==> src/rtl/pcie_rq_arbiter_pkg.sv <==
// Shared definitions for the PCIe RQ/RC arbiter: descriptor field offsets,
// FSM state encodings and request-type codes.
package pcie_rq_arbiter_pkg;

    // Tag field offsets inside the 128-bit RQ / RC descriptors
    localparam int RQ_TAG_OFF = 96;
    localparam int RC_TAG_OFF = 64;
    // Requester index lives in tag[7:6]
    localparam int OWN_LSB    = 6;
    localparam int OWN_W      = 2;

    typedef enum logic {
        IDLE = 1'b0,
        PASS = 1'b1
    } rq_state_e;

    typedef enum logic {
        RC_IDLE = 1'b0,
        RC_PASS = 1'b1
    } rc_state_e;

    typedef enum logic [3:0] {
        REQ_MEMRD = 4'b0000,
        REQ_MEMWR = 4'b0001,
        REQ_CFGRD = 4'b1000,
        REQ_CFGWR = 4'b1010
    } req_type_e;

endpackage

==> src/rtl/rr_arbiter.sv <==
// Combinational rotate-priority picker: scans req starting at ptr and
// returns a one-hot gnt (all zero when no request). Ports: req, ptr, gnt.
module rr_arbiter #(
    parameter int N  = 3,
    parameter int PW = (N > 1) ? $clog2(N) : 1
) (
    input  logic [N-1:0]  req,
    input  logic [PW-1:0] ptr,
    output logic [N-1:0]  gnt
);

    logic found;

    // Outer loop is priority rank, inner loop keeps every index constant
    always_comb begin
        gnt   = '0;
        found = 1'b0;
        for (int i = 0; i < N; i++) begin
            for (int j = 0; j < N; j++) begin
                if (!found && req[j] &&
                    (((int'(ptr) + i) % N) == j)) begin
                    gnt[j] = 1'b1;
                    found  = 1'b1;
                end
            end
        end
    end

endmodule

==> src/rtl/pcie_rq_arbiter.sv <==
// Shares the PCIe RQ AXIS port between N_REQ requesters (packet-level
// round robin, requester index stamped into tag[7:6]) and routes RC
// packets back to their owner by tag[7:6].
// Ports: user_clk/user_reset/user_lnk_up; req_* requester RQ streams;
// s_axis_rq_* to core; m_axis_rc_* from core; rc_* to requesters;
// grant (one-hot RQ owner); rc_misroute (pulse on bad RC owner).
module pcie_rq_arbiter
    import pcie_rq_arbiter_pkg::*;
#(
    parameter int C_DATA_WIDTH        = 128,
    parameter int KEEP_WIDTH          = C_DATA_WIDTH / 32,
    parameter int AXI4_RQ_TUSER_WIDTH = 62,
    parameter int AXI4_RC_TUSER_WIDTH = 75,
    parameter int N_REQ               = 3
) (
    input  logic                                 user_clk,
    input  logic                                 user_reset,
    input  logic                                 user_lnk_up,
    input  logic [N_REQ*C_DATA_WIDTH-1:0]        req_tdata,
    input  logic [N_REQ*AXI4_RQ_TUSER_WIDTH-1:0] req_tuser,
    input  logic [N_REQ*KEEP_WIDTH-1:0]          req_tkeep,
    input  logic [N_REQ-1:0]                     req_tlast,
    input  logic [N_REQ-1:0]                     req_tvalid,
    output logic [N_REQ-1:0]                     req_tready,
    output logic [C_DATA_WIDTH-1:0]              s_axis_rq_tdata,
    output logic [AXI4_RQ_TUSER_WIDTH-1:0]       s_axis_rq_tuser,
    output logic [KEEP_WIDTH-1:0]                s_axis_rq_tkeep,
    output logic                                 s_axis_rq_tlast,
    output logic                                 s_axis_rq_tvalid,
    input  logic [3:0]                           s_axis_rq_tready,
    input  logic [C_DATA_WIDTH-1:0]              m_axis_rc_tdata,
    input  logic [AXI4_RC_TUSER_WIDTH-1:0]       m_axis_rc_tuser,
    input  logic [KEEP_WIDTH-1:0]                m_axis_rc_tkeep,
    input  logic                                 m_axis_rc_tlast,
    input  logic                                 m_axis_rc_tvalid,
    output logic                                 m_axis_rc_tready,
    output logic [C_DATA_WIDTH-1:0]              rc_tdata,
    output logic [AXI4_RC_TUSER_WIDTH-1:0]       rc_tuser,
    output logic [KEEP_WIDTH-1:0]                rc_tkeep,
    output logic                                 rc_tlast,
    output logic [N_REQ-1:0]                     rc_tvalid,
    input  logic [N_REQ-1:0]                     rc_tready,
    output logic [N_REQ-1:0]                     grant,
    output logic                                 rc_misroute
);

    localparam int PW = (N_REQ > 1) ? $clog2(N_REQ) : 1;
    localparam int DW = C_DATA_WIDTH;
    localparam int QW = AXI4_RQ_TUSER_WIDTH;
    localparam int KW = KEEP_WIDTH;

    logic             rst;
    rq_state_e        rq_state, rq_state_d;
    rc_state_e        rc_state, rc_state_d;
    logic [N_REQ-1:0] grant_q, pick;
    logic [PW-1:0]    gidx, pick_idx, ptr;
    logic             sop;
    logic             rq_acc;
    logic [OWN_W-1:0] rc_own, own_q;
    logic             rc_mis, rc_acc;
    logic             unused_tready;

    // Link-down behaves exactly like reset
    assign rst           = user_reset | ~user_lnk_up;
    assign grant         = grant_q;
    assign unused_tready = ^s_axis_rq_tready[3:1];

    assign rc_tdata = m_axis_rc_tdata;
    assign rc_tuser = m_axis_rc_tuser;
    assign rc_tkeep = m_axis_rc_tkeep;
    assign rc_tlast = m_axis_rc_tlast;

    rr_arbiter #(
        .N  (N_REQ),
        .PW (PW)
    ) u_rr (
        .req (req_tvalid),
        .ptr (ptr),
        .gnt (pick)
    );

    always_comb begin
        pick_idx = '0;
        for (int i = 0; i < N_REQ; i++)
            if (pick[i]) pick_idx = PW'(i);
    end

    // RQ path: combinational mux of the granted requester
    always_comb begin
        rq_state_d       = rq_state;
        s_axis_rq_tdata  = '0;
        s_axis_rq_tuser  = '0;
        s_axis_rq_tkeep  = '0;
        s_axis_rq_tlast  = 1'b0;
        s_axis_rq_tvalid = 1'b0;
        req_tready       = '0;
        rq_acc           = 1'b0;
        if (!rst) begin
            unique case (rq_state)
                IDLE: if (|req_tvalid) rq_state_d = PASS;
                PASS: begin
                    s_axis_rq_tdata  = req_tdata[gidx*DW +: DW];
                    s_axis_rq_tuser  = req_tuser[gidx*QW +: QW];
                    s_axis_rq_tkeep  = req_tkeep[gidx*KW +: KW];
                    s_axis_rq_tlast  = req_tlast[gidx];
                    s_axis_rq_tvalid = req_tvalid[gidx];
                    if (sop)
                        s_axis_rq_tdata[RQ_TAG_OFF+OWN_LSB +: OWN_W]
                            = OWN_W'(gidx);
                    for (int i = 0; i < N_REQ; i++)
                        req_tready[i] = (gidx == PW'(i))
                                      & s_axis_rq_tready[0];
                    rq_acc = s_axis_rq_tvalid & s_axis_rq_tready[0];
                    if (rq_acc && s_axis_rq_tlast) rq_state_d = IDLE;
                end
                default: ;
            endcase
        end
    end

    always_ff @(posedge user_clk) begin
        if (rst) begin
            rq_state <= IDLE;
            rc_state <= RC_IDLE;
        end else begin
            rq_state <= rq_state_d;
            rc_state <= rc_state_d;
        end
    end

    always_ff @(posedge user_clk) begin
        if (rst) begin
            grant_q <= '0;
            gidx    <= '0;
            ptr     <= '0;
            sop     <= 1'b0;
        end else if (rq_state == IDLE) begin
            if (|req_tvalid) begin
                grant_q <= pick;
                gidx    <= pick_idx;
                sop     <= 1'b1;
            end
        end else if (rq_acc) begin
            sop <= 1'b0;
            if (s_axis_rq_tlast) begin
                grant_q <= '0;
                ptr     <= (gidx == PW'(N_REQ - 1)) ? '0 : gidx + 1'b1;
            end
        end
    end

    // RC path: owner comes from the sop beat, then from the latch
    always_comb begin
        rc_state_d       = rc_state;
        rc_own           = (rc_state == RC_IDLE)
                         ? m_axis_rc_tdata[RC_TAG_OFF+OWN_LSB +: OWN_W]
                         : own_q;
        rc_mis           = int'(rc_own) >= N_REQ;
        rc_tvalid        = '0;
        m_axis_rc_tready = 1'b0;
        rc_misroute      = 1'b0;
        rc_acc           = 1'b0;
        if (!rst) begin
            for (int i = 0; i < N_REQ; i++) begin
                if (rc_own == OWN_W'(i)) begin
                    rc_tvalid[i]     = m_axis_rc_tvalid;
                    m_axis_rc_tready = rc_tready[i];
                end
            end
            // Unowned packets are drained so the core never stalls
            if (rc_mis) m_axis_rc_tready = 1'b1;
            rc_misroute = (rc_state == RC_IDLE) & m_axis_rc_tvalid & rc_mis;
            rc_acc      = m_axis_rc_tvalid & m_axis_rc_tready;
            unique case (rc_state)
                RC_IDLE: if (rc_acc && !m_axis_rc_tlast) rc_state_d = RC_PASS;
                RC_PASS: if (rc_acc && m_axis_rc_tlast)  rc_state_d = RC_IDLE;
                default: ;
            endcase
        end
    end

    always_ff @(posedge user_clk) begin
        if (rst)
            own_q <= '0;
        else if (rc_state == RC_IDLE && rc_acc)
            own_q <= rc_own;
    end

endmodule
==> config.mk <==
export PLATFORM = sky130hd
export DESIGN_NAME = pcie_rq_arbiter
export DESIGN_NICKNAME = d
export VERILOG_FILES = /design/src/rtl/pcie_rq_arbiter_pkg.sv /design/src/rtl/rr_arbiter.sv /design/src/rtl/pcie_rq_arbiter.sv
export SDC_FILE = /design/constraint.sdc
export NUM_CORES = 1
export LEC_CHECK = 0
export ABC_CLOCK_PERIOD_IN_PS = 2100
export CORE_AREA = 2 2 483 485
export CTS_BUF_LIST = sky130_fd_sc_hd__clkbuf_4 sky130_fd_sc_hd__clkbuf_8
export CTS_CLUSTER_DIAMETER = 40
export DETAILED_ROUTE_END_ITERATION = 8
export DIE_AREA = 0 0 485 487
export GPL_TIMING_DRIVEN = 0
export REMOVE_ABC_BUFFERS = 1
export SKIP_LAST_GASP = 1
export SYNTH_ARGS = -nofsm -noshare
export SYNTH_HDL_FRONTEND = slang
export SYNTH_SLANG_ARGS = --single-unit
export TNS_END_PERCENT = 20
==> constraint.sdc <==
create_clock -name user_clk -period 2.1 [get_ports user_clk]
set_input_delay 0.21 -clock user_clk [delete_from_list [all_inputs] [get_ports user_clk]]
set_output_delay 0.21 -clock user_clk [all_outputs]
set_load 0.05 [all_outputs]
# Word level (Yosys, flattened, before mapping)
# Cells that the tools add are included.
[op_classes]
addsub = 3
n_mul = 1
mux = 64
n_shift = 3
eq_ne = 12
reduce_logical = 41
bitwise_logic = 11
n_div = 3
magnitude_cmp = 2
[op_table]
columns = ["operator", "n"]
rows = [
  ["384-bit by 10-bit variable part select with 128-bit output", 1],
  ["128-bit two-way mux", 2],
  ["186-bit by 9-bit variable part select with 62-bit output", 1],
  ["62-bit two-way mux", 2],
  ["32-bit by 2-bit equality test with 1-bit output, second input constant", 3],
  ["32-bit by 3-bit equality test with 1-bit output, second input constant", 3],
  ["32-bit logical NOT", 3],
  ["32-bit by 3-bit remainder unit with 32-bit output, second input constant", 2],
  ["1-bit two-way mux", 43],
  ["3-bit by 3-bit remainder unit with 32-bit output, second input constant", 1],
  ["1-bit logical AND", 21],
  ["3-bit two-way mux", 7],
  ["12-bit by 5-bit variable part select with 4-bit output", 1],
  ["1-bit logical NOT", 9],
  ["2-bit two-way mux", 4],
  ["4-bit two-way mux", 2],
  ["1-bit AND", 7],
  ["2-bit by 5-bit multiplier with 7-bit output, second input constant", 1],
  ["3-bit AND reduction", 2],
  ["1-bit binary-select mux with 2-bit select", 2],
  ["2-bit by 1-bit equality test with 1-bit output, second input constant", 2],
  ["2-bit equality test, second input constant", 2],
  ["2-bit logical NOT", 2],
  ["1-bit one-hot mux with 2 select lines", 2],
  ["other kinds (12)", 15],
]
[totals]
elab_cells = 147
output_inout_bits = 415
register_bits = 12
input_bits = 807

# Depth between registers and ports, before layout
# Gate-level depths: netlist of run 1.
[logic_depth]
depth_word = 38
mapped_depth = 7
ltp_nobuf = 6

# By module
# A second synthesis of run 1 with hierarchy kept.
[hier_totals]
cells_unflattened = 1183
hier_area_um2 = 7302.0
[modules_own_cells]
columns = ["module", "area_per_inst_um2", "cells_each", "instances", "seq_area_each_um2"]
rows = [
  ["pcie_rq_arbiter", 7181.9, 1168, 1, 240.2],
  ["rr_arbiter", 120.1, 15, 1, 0.0],
]

# Worst setup path before layout of run 1
# Ideal clock, no wire load.
[synth_path]
kind = "flip-flop to output port"
startpoint = "register gidx[1]"
endpoint = "output req_tready[2]"
path_buffers = 3
stages_incl_launch_ff = 5
slack_ps = -256
arrival_time_ps = 2146
t_required_ps = 1890
path_cell_list = "dfxtp_1 -> clkbuf_1 -> buf_2 -> buf_2 -> nor3b_1"
[synth_between]
elab_chain_len = 4
[synth_lines]
columns = ["item", "line_no", "rtl"]
rows = [
  ["start, declared", "pcie_rq_arbiter.sv:56", "logic [PW-1:0] gidx, pick_idx, ptr;"],
  ["start signal, assigned", "pcie_rq_arbiter.sv:140", "gidx <= pick_idx;"],
  ["2-bit equality test", "pcie_rq_arbiter.sv:111", "req_tready[i] = (gidx == PW'(i))"],
  ["1-bit AND", "pcie_rq_arbiter.sv:112", "& s_axis_rq_tready[0];"],
  ["3-bit two-way mux", "pcie_rq_arbiter.sv:99", "unique case (rq_state)"],
  ["3-bit two-way mux", "pcie_rq_arbiter.sv:98", "if (!rst) begin"],
  ["end, declared", "pcie_rq_arbiter.sv:24", "output logic [N_REQ-1:0] req_tready,"],
]
# No other way between the ends.

# Worst setup path in the final report of run 1
[layout_path]
startpoint = "register gidx[1]"
endpoint = "output s_axis_rq_tuser[52]"
[layout_between]
elab_chain_len = 4
[layout_lines]
columns = ["item", "line_no", "rtl"]
rows = [
  ["2-bit by 5-bit multiplier with 7-bit output", "pcie_rq_arbiter.sv:103", "s_axis_rq_tuser = req_tuser[gidx*QW +: QW];"],
  ["186-bit by 9-bit variable part select with 62-bit output", "pcie_rq_arbiter.sv:103", ""],
  ["62-bit two-way mux", "pcie_rq_arbiter.sv:99", ""],
  ["62-bit two-way mux", "pcie_rq_arbiter.sv:98", ""],
  ["end, declared", "pcie_rq_arbiter.sv:26", "output logic [AXI4_RQ_TUSER_WIDTH-1:0] s_axis_rq_tuser,"],
]
# No other way between the ends.

==> results of run 1 <==
-- registers in the layout, summed over array words and instances, names as in the netlist, named ones only --
signal    flops
gidx          2
rq_state      1
ptr           2
sop           1
grant         3
own_q         2
-- cells in the mapped netlist, types with 2 or more instances --
cell type                   number
sky130_fd_sc_hd__nor2_1        395
sky130_fd_sc_hd__a2bb2oi_1       2
sky130_fd_sc_hd__o2bb2ai_1       2
sky130_fd_sc_hd__inv_1           4
sky130_fd_sc_hd__a21oi_1       199
sky130_fd_sc_hd__buf_4         226
sky130_fd_sc_hd__o2111ai_1       2
sky130_fd_sc_hd__clkbuf_1       39
sky130_fd_sc_hd__o31ai_1         3
sky130_fd_sc_hd__dfxtp_1        12
sky130_fd_sc_hd__nor2b_1         5
sky130_fd_sc_hd__nand2_1        10
sky130_fd_sc_hd__nand4_1         2
sky130_fd_sc_hd__o21ai_0         3
sky130_fd_sc_hd__buf_2          26
sky130_fd_sc_hd__o21ai_1         2
sky130_fd_sc_hd__a31oi_1         2
sky130_fd_sc_hd__nand2b_1        2
sky130_fd_sc_hd__mux2i_1       197
sky130_fd_sc_hd__buf_1           8
sky130_fd_sc_hd__o22ai_1         3
sky130_fd_sc_hd__mux2i_2         2
sky130_fd_sc_hd__nor3_1          3
sky130_fd_sc_hd__nand3_1         4
sky130_fd_sc_hd__ha_1            2
sky130_fd_sc_hd__and2_1          2
-- per-layer routing --
metal	GRT usage [%]	routed length, um
met1	15.8	69100
met2	22.0	77400
met3	15.3	41300
met4	3.66	6970
met5	4.69	2070
-- cell usage in the layout, fill, tap and decap left out, types with 9 or more instances in the layout --
cell	count
sky130_fd_sc_hd__buf_2	60
sky130_fd_sc_hd__nand2_1	9
sky130_fd_sc_hd__buf_16	26
sky130_fd_sc_hd__mux2i_1	183
sky130_fd_sc_hd__clkdlybuf4s50_1	601
sky130_fd_sc_hd__buf_4	70
sky130_fd_sc_hd__a21oi_2	22
sky130_fd_sc_hd__clkdlybuf4s15_2	25
sky130_fd_sc_hd__buf_12	22
sky130_fd_sc_hd__dlygate4sd2_1	9
sky130_fd_sc_hd__dfxtp_1	9
sky130_fd_sc_hd__nor2_1	385
sky130_fd_sc_hd__mux2i_4	9
sky130_fd_sc_hd__buf_6	74
sky130_fd_sc_hd__a21oi_1	175
sky130_fd_sc_hd__diode_2	34
-- worst paths after layout --
path	startpoint	to	slack, ns	depth (start not counted)
max	gidx[1]$_SDFFE_PN0P_	s_axis_rq_tuser[52]	-0.29	9
min	m_axis_rc_tuser[15]	rc_tuser[15]	0.42	0
max reg2reg	gidx[0]$_SDFFE_PN0P_	grant[2]$_SDFFE_PN0P_	0.08	7
min reg2reg	grant[0]$_SDFFE_PN0P_	grant[0]$_SDFFE_PN0P_	0.48	2
-- through the flow --
step	hold slack (ns)	cells	util, %	setup slack (ns)
floorplan	0.319	874	-	-18.65
global placement	0.428	4725	7.38	-52.36
detailed placement	0.428	4743	7.57	-2.40
CTS	0.428	4804	7.97	-0.272
global route	0.421	4853	8.26	-0.355
finish	0.421	4864	8.28	-0.289
-- worst reg2reg max path: stages (launching register included) --
cell,delay [ns]
sky130_fd_sc_hd__dfxtp_4,0.43
sky130_fd_sc_hd__buf_16,0.14
sky130_fd_sc_hd__nor2b_4,0.15
sky130_fd_sc_hd__buf_6,0.18
sky130_fd_sc_hd__bufbuf_16,0.33
sky130_fd_sc_hd__a2bb2oi_1,0.10
sky130_fd_sc_hd__nor3_2,0.40
sky130_fd_sc_hd__o22ai_1,0.16
-- what timing repair did --
item,CTS,global route
cloned,17,11
endpoints found under the setup margin,214,205
resized for setup,1131,125
buffers inserted,40,17
pin swaps,8,3
-- layout make-up --
class	count	area, sq um	share of cell area, %
clock buffers	4	55.1	0.287
inverters	4	15.0	0.0784
multi-input cells	860	5270	27.5
repair buffers	907	9670	50.5
diodes	34	85.1	0.444
flip-flops and latches	12	249	1.30
well taps	3043	3810	19.9
-- logic make-up (layout without fill, tap and decap cells) --
| kind of cell | after synthesis | in the layout |
|---|---|---|
| flip-flops | 12 | 12 |
| AO/OA/AOI/OAI | 226 | 226 |
| other | 0 | 34 |
| buffers and inverters | 303 | 915 |
| AND/OR/NAND/NOR | 430 | 432 |
| adder cells (fa/ha/maj) | 2 | 2 |
| multiplexers | 200 | 200 |
-- power by group through the flow --
| stage | clock network (mW) | logic, mW | registers, mW |
|---|---|---|---|
| 6_report | 0.262 | 2.84 | 0.251 |
| 5_1_grt | 0.280 | 3.04 | 0.252 |
| 4_1_cts | 0.265 | 2.82 | 0.245 |
| 3_5_place_dp | 0 | 2.61 | 0.260 |
| 3_3_place_gp | 0 | 2.63 | 0.326 |
| 2_1_floorplan | 0 | 0.818 | 0.297 |
==> impl_metrics.env, run 1 <==
export IMPL_status="finished, violations left"
export IMPL_failed_checks="negative setup slack"
export IMPL_synthCells=1173
export IMPL_grt_overflow=0
export IMPL_area_delta_synth_final_pct=167
export IMPL_synth_largest_area_cell="sky130_fd_sc_hd__mux2i_1"
export IMPL_vias=12715
export IMPL_worst_case_clock_buffer_depth=2
export IMPL_postSynthRegisterBits=12
export IMPL_first_pass_iters=5
export IMPL_cp_required_ns=1.89
export IMPL_critical_path_n_buffers_inverters=5
export IMPL_timing_final_max_slew_violations=0
export IMPL_fin_worst_skew_ns=0.00230
export IMPL_final_min_clock_period_ns=2.39
export IMPL_fp_dieH_um=487
export IMPL_worst_skew_late_latency_ns=0.24
export IMPL_total_leakage_power_nw=6.21
export IMPL_synth_largest_type_area_fraction_pct=27.5
export IMPL_final_gp_congestion=0.898
export IMPL_synth_top_family_by_area="buffers and inverters"
export IMPL_setup_violations_final=199
export IMPL_synth_area_sq_um=7180
export IMPL_synth_simple_area_share_pct=23.4
export IMPL_timing_critical_path_slowest_stage_cell="sky130_fd_sc_hd__mux2i_4"
export IMPL_max_freq_mhz=419
export IMPL_cts_reportedPaths_clkPinSlew_ns=0.06
export IMPL_timing_final_hold_violations=0
export IMPL_netlist_top_cells_area="sky130_fd_sc_hd__mux2i_1 27%, sky130_fd_sc_hd__buf_4 24%, sky130_fd_sc_hd__nor2_1 21%"
export IMPL_synth_mux_area_share_pct=28.1
export IMPL_synth_ff_type="sky130_fd_sc_hd__dfxtp_1"
export IMPL_placeableCoreArea_sq_um=231000
export IMPL_routed_wirelength_um=197000
export IMPL_max_stage_delay_ns=0.42
export IMPL_cts_buffers=3
export IMPL_drc=0
export IMPL_drt_initial_drc_count=782
export IMPL_setup_total_negative_slack_ns=-32.04
export IMPL_dr_vias_cell=2.61
export IMPL_grt_setup_unrepaired="yes"
export IMPL_clock_sink_total=12
export IMPL_crit_path_max_fanout=6
export IMPL_totalPowerFinal_mw=3.36
export IMPL_seq_area_frac_synth_pct=3.35
export IMPL_grt_usage_pct=15.5
export IMPL_synthAdderAreaFrac_pct=0.349
export IMPL_placement_rows=177
export IMPL_synth_lib_cells_used_distinct=42
export IMPL_floorplan_die_area_sq_um=236000
export IMPL_cell_internal_pwr_mw=1.92
export IMPL_chip_width_um=485
export IMPL_synth_edff_count=0
export IMPL_hold_path_class="input port to primary output"
export IMPL_synth_compound_area_share_pct=16.8
export IMPL_postCtsHoldBufs=0
export IMPL_part_of_the_total_power_dissipated_in_the_clock_network_pct=7.8
export IMPL_p_seq_share_pct=7.5
export IMPL_postSynthAreaPerCell_sq_um=6.12
export IMPL_h_tree_level_count=1
export IMPL_timing_critical_path_max_delay_family="buffers and inverters"
export IMPL_tritoncts="yes"
export IMPL_grt_antenna_before_repair=164
export IMPL_ys_warnings_count=0
export IMPL_stdcell_area_sq_um=19200
export IMPL_power_share_switching_pct=42.8
export IMPL_max_slew_worst_pin_slew_ns=0.894
export IMPL_fraction_of_final_layout_cells_with_drive_strength_greater_than_1_pct=20.4
export IMPL_clock_tree_root_cell="sky130_fd_sc_hd__clkbuf_8"
export IMPL_hpwlAfterDp_um=161000
export IMPL_power_density_cell_area_nw_per_um2=175
export IMPL_portBuffers=808
export IMPL_portion_of_total_power_attributed_to_combinational_logic_pct=84.7
export IMPL_nNetsFinal=2597
export IMPL_timing_critical_path_mode_cell="sky130_fd_sc_hd__buf_16"
export IMPL_detail_route_antenna_nets=0
export IMPL_slew_headroom_pct=40.2
export IMPL_initial_utilization_pct=3.10
export IMPL_wire_length_per_cell_um=40.5
export IMPL_critPathArrivalTime_ns=2.18
export IMPL_critical_path_endpoint_type="primary output"
export IMPL_post_dp_cell_area_sq_um=17500
export IMPL_synthArstFlopShare_pct=0
export IMPL_grt_pass1_wl_um=217000
export IMPL_postLayoutSetupSlackWorst_ns=-0.289
export IMPL_peakVddDrop_mv=0.146
export IMPL_nFillCells=27152
export IMPL_p_switching_mw=1.44
export IMPL_synthXorXnorAreaFrac_pct=0
export IMPL_critPathLaunchType="flop"
export IMPL_ordered_list_of_cells_on_the_worst_path="buf_16 -> buf_16 -> buf_16 -> buf_12 -> mux2i_4 -> nor2_1 -> a21oi_1 -> nor2_1 -> buf_6"
export IMPL_ios=1222
export IMPL_min_period_over_period_pct=114
export IMPL_grt_pass1_vias=11586
export IMPL_timing_max_cap_violations=0
export IMPL_criticalPathCategory="flop to primary output"
export IMPL_grt_start_max_net_pins=73
Power figures use the tool's default switching activity.
==> run 2: changes to the inputs <==
--- a/config.mk
+++ b/config.mk
@@ -6,11 +6,11 @@
 export NUM_CORES = 1
 export LEC_CHECK = 0
 export ABC_CLOCK_PERIOD_IN_PS = 2100
-export CORE_AREA = 2 2 483 485
+export CORE_AREA = 3 3 470 472
 export CTS_BUF_LIST = sky130_fd_sc_hd__clkbuf_4 sky130_fd_sc_hd__clkbuf_8
 export CTS_CLUSTER_DIAMETER = 40
 export DETAILED_ROUTE_END_ITERATION = 8
-export DIE_AREA = 0 0 485 487
+export DIE_AREA = 0 0 473 475
 export GPL_TIMING_DRIVEN = 0
 export REMOVE_ABC_BUFFERS = 1
 export SKIP_LAST_GASP = 1
==> run 2 against run 1 <==
Compared with the run above:
- the run still ends with negative setup slack left
- count of clock-buffer cells in the layout stayed put
- core utilization is 0.67 points higher
- first-iteration DRC count down 4.9%
- sequential share of layout area hardly changed
- worst hold slack worse by 0.028 ns
- total power rose by 2.9%
- die area fell by 4.9%
- sequential cell count unchanged
- global-route usage increased by 0.26 points
- non-clock buffer count is 9 higher
- largest cell class unchanged
==> impl_metrics.env, run 2 (synthesized netlist as in run 1, its figures left out) <==
export IMPL_grt_pass1_vias=11934
export IMPL_min_period_over_period_pct=119
export IMPL_postCtsHoldBufs=0
export IMPL_status="finished, violations left"
export IMPL_clock_sink_total=12
export IMPL_grt_usage_pct=15.8
export IMPL_grt_start_max_net_pins=68
export IMPL_area_delta_synth_final_pct=170
export IMPL_peakVddDrop_mv=0.156
export IMPL_placement_rows=171
export IMPL_cts_reportedPaths_clkPinSlew_ns=0.10
export IMPL_slew_headroom_pct=44.2
export IMPL_final_min_clock_period_ns=2.50
export IMPL_criticalPathCategory="flop to primary output"
export IMPL_nFillCells=25359
export IMPL_seqCellArea_sq_um=253
export IMPL_critical_path_n_buffers_inverters=8
export IMPL_drc=0
export IMPL_final_gp_congestion=0.921
export IMPL_setup_violations_final=206
export IMPL_grt_antenna_before_repair=170
export IMPL_worst_skew_late_latency_ns=0.30
export IMPL_grt_setup_unrepaired="yes"
export IMPL_most_common_cell_after_layout_fill_and_taps_aside="sky130_fd_sc_hd__clkdlybuf4s50_1"
export IMPL_wire_length_per_cell_um=40.0
export IMPL_postLayoutSetupSlackWorst_ns=-0.403
export IMPL_tritoncts="yes"
export IMPL_critical_path_endpoint_type="primary output"
export IMPL_max_slew_worst_pin_slew_ns=0.835
export IMPL_timing_critical_path_slowest_stage_cell="sky130_fd_sc_hd__dfxtp_4"
export IMPL_cp_required_ns=1.89
export IMPL_total_leakage_power_nw=6.31
export IMPL_worst_reg2reg_setup_slack_ns=-0.38
export IMPL_dr_vias_cell=2.72
export IMPL_power_density_cell_area_nw_per_um2=178
export IMPL_h_tree_level_count=1
export IMPL_first_pass_iters=4
export IMPL_nNetsFinal=2605
export IMPL_worst_case_clock_buffer_depth=2
export IMPL_grt_pass1_wl_um=211000
export IMPL_flip_flop_count_of_the_largest_register_after_layout=3
export IMPL_max_stage_delay_ns=0.37
export IMPL_timing_final_max_slew_violations=0
export IMPL_fin_worst_skew_ns=0.0237
export IMPL_routed_wirelength_um=188000
export IMPL_timing_critical_path_mode_cell="sky130_fd_sc_hd__buf_16"
export IMPL_vias=12757
export IMPL_critPathLaunchType="flop"
export IMPL_clock_tree_root_cell="sky130_fd_sc_hd__clkbuf_8"
export IMPL_layout_core_utilization_pct=8.94
export IMPL_max_freq_mhz=400
export IMPL_timing_final_hold_violations=0
export IMPL_cts_buffers=3
export IMPL_floorplan_die_area_sq_um=225000
export IMPL_drt_initial_drc_count=744
export IMPL_timing_max_cap_violations=0
export IMPL_detail_route_antenna_nets=0
export IMPL_hold_path_class="input port to flop"
export IMPL_portBuffers=808
export IMPL_fp_dieH_um=475
export IMPL_grt_overflow=0
export IMPL_hpwlAfterDp_um=153000
export IMPL_initial_utilization_pct=3.31
export IMPL_ordered_list_of_cells_on_the_worst_path="buf_16 -> buf_16 -> nor2b_4 -> buf_6 -> buf_16 -> buf_16 -> buf_8 -> buf_16 -> a21oi_2 -> nor2_1 -> buf_6"
export IMPL_ios=1222
export IMPL_multi_input_comb_area_sq_um=5490
export IMPL_chip_width_um=473
export IMPL_placeableCoreArea_sq_um=217000
export IMPL_layout_common_cells="605 x sky130_fd_sc_hd__clkdlybuf4s50_1, 358 x sky130_fd_sc_hd__nor2_1, 185 x sky130_fd_sc_hd__mux2i_1, 166 x sky130_fd_sc_hd__a21oi_1, 88 x sky130_fd_sc_hd__buf_4"
export IMPL_totalPowerFinal_mw=3.45
export IMPL_failed_checks="negative setup slack"
export IMPL_timing_critical_path_max_delay_family="buffers and inverters"
export IMPL_critPathArrivalTime_ns=2.29
export IMPL_crit_path_max_fanout=5
export IMPL_fraction_of_final_layout_cells_with_drive_strength_greater_than_1_pct=22.9
==> run 2: cell count changes in the layout (fill, tap and decap cells not counted), moves of 9 or more <==
cell / previous run / this run
sky130_fd_sc_hd__a21oi_1: 175 / 166
sky130_fd_sc_hd__buf_2: 60 / 37
sky130_fd_sc_hd__buf_4: 70 / 88
sky130_fd_sc_hd__clkbuf_4: 0 / 11
sky130_fd_sc_hd__clkdlybuf4s15_2: 25 / 12
sky130_fd_sc_hd__diode_2: 34 / 49
sky130_fd_sc_hd__nor2_1: 385 / 358
sky130_fd_sc_hd__nor2_2: 8 / 18
sky130_fd_sc_hd__nor2_4: 2 / 19
==> run 2: final cells by class <==
cell class,count,share of cell area (%)
diodes,49,0.632
inverters,4,0.0774
multi-input cells,859,28.3
well taps,2854,18.4
repair buffers,916,51.0
flip-flops and latches,12,1.30
clock buffers,4,0.284
==> run 2: worst reg2reg max path, delay by kind of cell (launching register included) <==
kind | cells | cell delay, ns
simple gates | 2 | 0.53
flops | 1 | 0.37
buf+inv | 8 | 1.18
compound gates | 2 | 0.23
==> run 2: repair_timing <==
| item | CTS | global route |
|---|---|---|
| endpoints found under the hold margin | 0 | 0 |
| pin swaps | 23 | 26 |
| resized for setup | 1153 | 266 |
| setup endpoints to repair | 211 | 210 |
| gates cloned | 23 | 3 |
| buffers inserted | 55 | 16 |
==> run 2: path summary, 6_finish.rpt <==
path,from,endpoint,cells past startpoint
worst max-delay path,gidx[1]$_SDFFE_PN0P_,s_axis_rq_tdata[116],11
worst min-delay path,user_lnk_up,sop$_SDFFE_PN0P_,4
worst max register to register,gidx[1]$_SDFFE_PN0P_,grant[2]$_SDFFE_PN0P_,12
worst min register to register,grant[2]$_SDFFE_PN0P_,grant[2]$_SDFFE_PN0P_,2
==> run 2: stage by stage <==
step | area (sq um) | setup slack, ns | cells | hold WS, ns | setup TNS [ns]
after floorplan | 5170 | -18.65 | 874 | 0.319 | -3678.67
after detailed placement | 17300 | -2.23 | 4556 | 0.428 | -302.43
after CTS | 18700 | -0.509 | 4636 | 0.428 | -92.73
after global routing | 19400 | -0.497 | 4682 | 0.394 | -81.03
after global placement | 16800 | -49.17 | 4536 | 0.428 | -8891.45
final | 19400 | -0.403 | 4698 | 0.393 | -57.11
==> run 2: report_power, final <==
part           total, mW  internal, mW  switching [mW]  leakage (nW)
logic               2.88          1.56            1.32          6.18
registers          0.249         0.233          0.0163         0.100
clock network      0.325         0.168           0.157        0.0291
==> run 2: per-layer routing <==
| metal | vias to the layer above | GRT usage [%] | part of all wire (%) |
|---|---|---|---|
| met1 | 5750 | 15.7 | 34 |
| li1 | 5023 | - | - |
| met3 | 455 | 15.8 | 21 |
| met4 | 96 | 5.33 | 4.7 |
| met5 | - | 4.33 | 1.0 |
| met2 | 1433 | 22.0 | 39 |
